===== config.mk =====
export PLATFORM = sky130hd
export DESIGN_NAME = rob_retire
export DESIGN_NICKNAME = d
export VERILOG_FILES = /design/src/rtl/rob_retire_pkg.sv /design/src/rtl/rob_retire_ptr.sv /design/src/rtl/rob_retire.sv
export SDC_FILE = /design/constraint.sdc
export NUM_CORES = 1
export LEC_CHECK = 0
export CAP_MARGIN = 0
export CELL_PAD_IN_SITES_DETAIL_PLACEMENT = 0
export CELL_PAD_IN_SITES_GLOBAL_PLACEMENT = 2
export CORE_ASPECT_RATIO = 0.6
export CORE_MARGIN = 2
export CORE_UTILIZATION = 53
export DETAILED_ROUTE_END_ITERATION = 12
export GPL_TIMING_DRIVEN = 0
export HOLD_SLACK_MARGIN = 0.08
export PLACE_DENSITY = 0.94
export SYNTH_ARGS = -nofsm -noshare
export SYNTH_HDL_FRONTEND = slang
export SYNTH_HIERARCHICAL = 1
export SYNTH_SLANG_ARGS = --single-unit

===== constraint.sdc =====
create_clock -name CLK -period 14.3 [get_ports CLK]
set_clock_uncertainty 0.15 [all_clocks]
set_input_delay 2.86 -clock CLK [delete_from_list [all_inputs] [get_ports CLK]]
set_output_delay 2.86 -clock CLK [all_outputs]
set_load 0.05 [all_outputs]

===== src/rtl/rob_retire_pkg.sv =====
// Shared ROB definitions: default geometry, flush sequencer states and
// the RRAT-commit predicate used wherever a retiring entry is committed.
package rob_retire_pkg;

    localparam int ROB_DEPTH  = 16;
    localparam int ROB_PTR_W  = 4;
    localparam int ROB_PHYS_W = 6;
    localparam int ARCH_W     = 5;
    localparam int PC_W       = 32;

    typedef enum logic [1:0] {
        FL_IDLE = 2'd0,
        FL_PEND = 2'd1,
        FL_OUT  = 2'd2
    } flush_st_t;

    // x0 is hardwired; committing it would leak a physical register.
    function automatic logic rrat_writes(
        input logic              regwrite,
        input logic [ARCH_W-1:0] arch
    );
        return regwrite & (arch != '0);
    endfunction

endpackage


===== src/rtl/rob_retire_ptr.sv =====
// Circular ROB pointer with one extra wrap bit; increment and clear.
// The wrap bit lets full and empty be told apart when indices match.
module rob_retire_ptr #(
    parameter int PTR_W = 4
) (
    input  logic           CLK,
    input  logic           RESET,
    input  logic           inc,
    input  logic           clr,
    output logic [PTR_W:0] ptr
);

    always_ff @(posedge CLK or negedge RESET) begin
        if (!RESET) begin
            ptr <= '0;
        end else if (clr) begin
            ptr <= '0;
        end else if (inc) begin
            ptr <= ptr + 1'b1;
        end
    end

endmodule


===== src/rtl/rob_retire.sv =====
// Reorder buffer retirement: in-order retire, RRAT commit, mispredict flush.
// Optional ROB_STATS_EN adds saturating retire/flush counters.
module rob_retire
    import rob_retire_pkg::*;
#(
    parameter int DEPTH  = ROB_DEPTH,
    parameter int PTR_W  = ROB_PTR_W,
    parameter int PHYS_W = ROB_PHYS_W
) (
    input  logic              CLK,
    input  logic              RESET,
    input  logic              alloc_valid,
    input  logic [31:0]       alloc_pc,
    input  logic              alloc_regwrite,
    input  logic [4:0]        alloc_arch_reg,
    input  logic [PHYS_W-1:0] alloc_new_phys,
    input  logic [PHYS_W-1:0] alloc_old_phys,
    output logic [PTR_W-1:0]  alloc_tag,
    output logic              rob_halt,
    input  logic              cmpl_valid,
    input  logic [PTR_W-1:0]  cmpl_tag,
    input  logic              cmpl_mispredict,
    output logic              retire_valid,
    output logic [31:0]       retire_pc,
    output logic              rrat_remap,
    output logic [4:0]        rrat_arch_reg,
    output logic [PHYS_W-1:0] rrat_new_phys,
    output logic              rrat_free,
    output logic [PHYS_W-1:0] rrat_free_reg,
    output logic              flush_out
`ifdef ROB_STATS_EN
    ,
    output logic [31:0]       stat_retired,
    output logic [15:0]       stat_flushes
`endif
);

    logic [PTR_W:0]     head;
    logic [PTR_W:0]     tail;
    logic [PTR_W-1:0]   head_idx;
    logic [PTR_W-1:0]   tail_idx;
    logic               full;
    logic               empty;

    logic [DEPTH-1:0]   ent_valid;
    logic [DEPTH-1:0]   ent_done;
    logic [DEPTH-1:0]   ent_mispred;

    logic               ent_rw   [DEPTH];
    logic [4:0]         ent_arch [DEPTH];
    logic [PHYS_W-1:0]  ent_new  [DEPTH];
    logic [PHYS_W-1:0]  ent_old  [DEPTH];
    logic [31:0]        ent_pc   [DEPTH];

    flush_st_t          fl_q;
    flush_st_t          fl_d;
    logic               flush_pending;
    logic               flush_now;
    logic               alloc_block;

    logic               alloc_ok;
    logic               cmpl_hit;
    logic               retire_now;
    logic               commit;

    assign head_idx = head[PTR_W-1:0];
    assign tail_idx = tail[PTR_W-1:0];
    assign empty    = (head == tail);
    assign full     = (head[PTR_W] != tail[PTR_W])
                   && (head_idx == tail_idx);

    assign alloc_tag = tail_idx;
    assign rob_halt  = full;

    assign alloc_ok   = alloc_valid & ~full & ~alloc_block;
    assign cmpl_hit   = cmpl_valid & ent_valid[cmpl_tag];
    // Younger entries behind a retiring mispredict are wrong-path.
    assign retire_now = ~empty & ent_valid[head_idx]
                      & ent_done[head_idx] & ~flush_pending;
    assign commit     = retire_now
                      & rrat_writes(ent_rw[head_idx], ent_arch[head_idx]);

    rob_retire_ptr #(
        .PTR_W (PTR_W)
    ) u_head (
        .CLK   (CLK),
        .RESET (RESET),
        .inc   (retire_now),
        .clr   (flush_pending),
        .ptr   (head)
    );

    rob_retire_ptr #(
        .PTR_W (PTR_W)
    ) u_tail (
        .CLK   (CLK),
        .RESET (RESET),
        .inc   (alloc_ok),
        .clr   (flush_pending),
        .ptr   (tail)
    );

    always_ff @(posedge CLK or negedge RESET) begin
        if (!RESET) begin
            fl_q <= FL_IDLE;
        end else begin
            fl_q <= fl_d;
        end
    end

    always_comb begin
        fl_d = fl_q;
        unique case (fl_q)
            FL_IDLE: begin
                if (retire_now && ent_mispred[head_idx]) begin
                    fl_d = FL_PEND;
                end
            end
            FL_PEND: fl_d = FL_OUT;
            FL_OUT:  fl_d = FL_IDLE;
            default: fl_d = FL_IDLE;
        endcase
    end

    always_comb begin
        flush_pending = 1'b0;
        flush_now     = 1'b0;
        unique case (fl_q)
            FL_PEND: flush_pending = 1'b1;
            FL_OUT:  flush_now     = 1'b1;
            default: ;
        endcase
        alloc_block = flush_pending | flush_now;
    end

    assign flush_out = flush_now;

    // Order matters: retire clears after completion, alloc initialises last.
    always_ff @(posedge CLK or negedge RESET) begin
        if (!RESET) begin
            ent_valid   <= '0;
            ent_done    <= '0;
            ent_mispred <= '0;
        end else if (flush_pending) begin
            ent_valid   <= '0;
            ent_done    <= '0;
            ent_mispred <= '0;
        end else begin
            if (cmpl_hit) begin
                ent_done[cmpl_tag]    <= 1'b1;
                ent_mispred[cmpl_tag] <= cmpl_mispredict;
            end
            if (retire_now) begin
                ent_valid[head_idx] <= 1'b0;
            end
            if (alloc_ok) begin
                ent_valid[tail_idx]   <= 1'b1;
                ent_done[tail_idx]    <= 1'b0;
                ent_mispred[tail_idx] <= 1'b0;
            end
        end
    end

    always_ff @(posedge CLK) begin
        if (alloc_ok) begin
            ent_rw[tail_idx]   <= alloc_regwrite;
            ent_arch[tail_idx] <= alloc_arch_reg;
            ent_new[tail_idx]  <= alloc_new_phys;
            ent_old[tail_idx]  <= alloc_old_phys;
            ent_pc[tail_idx]   <= alloc_pc;
        end
    end

    always_ff @(posedge CLK or negedge RESET) begin
        if (!RESET) begin
            retire_valid  <= 1'b0;
            retire_pc     <= '0;
            rrat_remap    <= 1'b0;
            rrat_free     <= 1'b0;
            rrat_arch_reg <= '0;
            rrat_new_phys <= '0;
            rrat_free_reg <= '0;
        end else begin
            retire_valid <= retire_now;
            rrat_remap   <= commit;
            rrat_free    <= commit;
            if (retire_now) begin
                retire_pc     <= ent_pc[head_idx];
                rrat_arch_reg <= ent_arch[head_idx];
                rrat_new_phys <= ent_new[head_idx];
                rrat_free_reg <= ent_old[head_idx];
            end
        end
    end

`ifdef ROB_STATS_EN
    always_ff @(posedge CLK or negedge RESET) begin
        if (!RESET) begin
            stat_retired <= '0;
            stat_flushes <= '0;
        end else begin
            if (retire_valid && (stat_retired != '1)) begin
                stat_retired <= stat_retired + 32'd1;
            end
            if (flush_out && (stat_flushes != '1)) begin
                stat_flushes <= stat_flushes + 16'd1;
            end
        end
    end
`endif

endmodule


==> results.toml <==
[clocking]
cts_setup_buffers = 0
cts_hold_buf = 0
cts_resized = 0
clock_sink_count = 911
clkLatencyLatePin_ns = 0.65
cts-htree-levels = 3
cts_root_buf = "clkbuf_16"
clockBufferDepth = 3
clk_pin_slew_ns = 0.06
numCtsBuffers = 79
cts_tree = "yes"

[critical_path]
start_kind = "primary input"
path_class = "in2reg"
cp_data_required_time_ns = 14.48
end_kind = "flip-flop"
crit_fanout = 10
critical_path_arrival_ns = 6.59

[synthesis]
yosys_warnings = 6
synth_edf_count = 800
avgSynthCellArea_um2 = 22.6
async_flop_share_pct = 12.2
synth_cell_types = 54
syn_inst = 1576
synthTopCellsByArea = "edfxtp_1 (67%), mux4_2 (17%), dfrtp_1 (7.8%), mux2_4 (2.1%), mux2i_1 (0.62%)"
synth.top_cell.area_share_pct = 67.5
synth_largest_area_cell = "edfxtp_1"
synthesis.nets = 1641
syn_area_um2 = 35600
synthFlopType = "edfxtp_1"
synth_seq_area_share_pct = 75.3
synth-seq-cells = 911

[timing]
rsz0062_at_grt = "false"
setup_viol = 0
tns_ns = 0
tightest_slew_ns = 1.22
relSlewSlack_pct = 17.9
period_share_pct = 44.8
finalHoldViolCount = 0
finalMaxSlewViolations = 0
min_period_ns = 6.41
setup_slack_ns = 7.89
fmax_mhz = 156

[cells_and_area]
largest_register_ffs = 512
drive_gt1_share_pct = 27.4
final_cell_mix = "edfxtp_1 (800), mux4_2 (261), clkdlybuf4s50_1 (115)"
top_regs = "ent_pc: 512 flops, ent_new: 96 flops, ent_old: 96 flops"
syn2layout_area_growth_pct = 15.8
final_common_cell = "edfxtp_1"
layout.nets = 1866
top_register = "ent_pc"
fin_area_um2 = 41200

[grt]
grt_busiest_layer = "met2"
met3_usage_pct = 6.74
track_usage_pct = 25.2
grt_pass1_vias = 18300
overflow = 0
grt_pass1_wl_mm = 125
grt_antenna_before_repair = 7
use_met1_pct = 36.4
grt_use_met2_pct = 38.8
grt_max_degree = 87

[floorplanning]
start_util_pct = 53.7
coreArea_um2 = 66300
rows = 73
ioPinCount = 117
die-area_um2 = 69300
dieHeight_um = 205
die_w_um = 339

[pwr]
p_leak_nw = 13.2
powerDensity_nw_per_um2 = 154
internal-power_mw = 4.70
ir_worst_vdd_mv = 0.0889
power_frac_clock_pct = 34.5
pwr-share-comb_pct = 15.9
net-switching-power_mw = 1.67
p_sw_share_pct = 26.3
pwr-share-seq_pct = 49.6

[detailed_routing]
vias = 17700
viasPerCell = 6.40
first_pass_iters = 5
drc = 0
routed_wl_mm = 85.3
ant_nets = 0
drtIter0Drc = 2492
wl_per_cell_um = 30.8

[flow_run]
drv_cap = 0

[hold_path]
hp-class = "reg2reg"

[placed_design]
detailed_place.area_um2 = 38600
detailedPlace.worstSlack_ns = 7.42
port_buffers = 116
gp_congestion = 0.881
dpl.hpwl_mm = 50.3

[outcome]
run_status = "complete, no violations"
[power by group through the flow]
stage                     Clock, mW  Combinational, mW  Sequential (mW)
after floorplan                   0              0.360             3.45
after global placement            0              0.949             3.22
after detailed placement          0              0.996             3.22
after CTS                      2.22               1.01             3.16
after global routing           2.32               1.05             3.18
final                          2.20               1.01             3.16
[synthesized netlist by cell type, types with 2 or more instances]
| cell | n |
|---|---|
| edfxtp_1 | 800 |
| mux4_2 | 261 |
| dfrtp_1 | 111 |
| mux2_4 | 50 |
| clkbuf_1 | 48 |
| nor2_1 | 46 |
| mux2i_1 | 22 |
| nor3_1 | 22 |
| buf_2 | 21 |
| a21oi_1 | 15 |
| nand2_1 | 15 |
| nor2b_1 | 14 |
| and2_1 | 13 |
| a211oi_1 | 11 |
| a31oi_1 | 11 |
| inv_1 | 10 |
| a22oi_1 | 9 |
| nand2b_1 | 9 |
| a311oi_1 | 7 |
| buf_1 | 7 |
| buf_12 | 6 |
| ha_1 | 6 |
| nand4_1 | 5 |
| o21a_1 | 5 |
| or2_2 | 5 |
| xor2_1 | 5 |
| buf_4 | 3 |
| nand3b_1 | 3 |
| xnor2_1 | 3 |
| a21bo_1 | 2 |
| a21o_1 | 2 |
| a41o_1 | 2 |
| a41oi_1 | 2 |
| and3_1 | 2 |
| mux2_1 | 2 |
| nand3_1 | 2 |
| nor4_1 | 2 |
[path summary, 6_finish.rpt]
path / cells after the start / from / to / slack [ns]
max in group asynchronous: 2 / RESET / ent_mispred[1]$_DFF_PN0_ / 11.19
min in group asynchronous: 1 / RESET / rrat_free_reg[5]$_DFFE_PN0N_ / 1.98
hold / removal: 1 / ent_done[6]$_DFF_PN0_ / ent_done[6]$_DFF_PN0_ / 0.35
setup / recovery: 8 / alloc_valid / ent_pc[4][28]$_DFFE_PP_ / 7.89
setup reg to reg: 10 / u_head/ptr[0]$_DFFE_PN0P_ / ent_pc[4][28]$_DFFE_PP_ / 9.67
hold reg to reg: 1 / ent_done[6]$_DFF_PN0_ / ent_done[6]$_DFF_PN0_ / 0.35
[worst max-delay path: stages]
cell and delay, ns:
clkdlybuf4s50_1 0.46, nand2b_1 0.15, a211oi_1 0.99, clkbuf_1 0.50, nand2_1 0.36, nor3_2 0.80, buf_6 0.26, buf_6 0.19
[per-layer routing]
metal / up-vias / part of all wire [%]
met3: 138 / 11
met5: - / 0.026
met1: 9481 / 40
met2: 1027 / 47
met4: 4 / 2.4
li1: 7078 / -
[through the flow]
step	cells	util [%]	total power [mW]	hold slack, ns
floorplan	1576	-	3.81	0.313
global placement	2592	57.2	4.17	0.328
detailed placement	2620	58.2	4.21	0.334
CTS	2767	62.2	6.39	0.348
global route	2771	62.2	6.55	0.370
finish	2772	62.2	6.37	0.346
[cells by family (layout without fill, tap and decap cells)]
logic type	count (synthesis)	in the layout	share of synthesized area (%)
DFF	911	911	75.3
muxes	335	335	19.3
and+or+nand+nor	142	142	2.02
buffers and inverters	97	388	1.46
AOI/OAI and AO/OA	77	77	1.56
xor gates and xnor gates	8	8	0.197
adders and majority gates	6	6	0.211
other	0	5	0
[layout make-up]
type                    count  area, um2
diodes                      5       12.5
plain buffers              86        465
clock buffers             114       2280
clock inverters            33        353
fillers                  4396      25100
inverters                  11       53.8
multi-input cells         568       8370
flip-flops and latches    911      26800
well taps                 900       1130
repair buffers            144       1780
No activity file was read; power rests on OpenSTA's default activity.
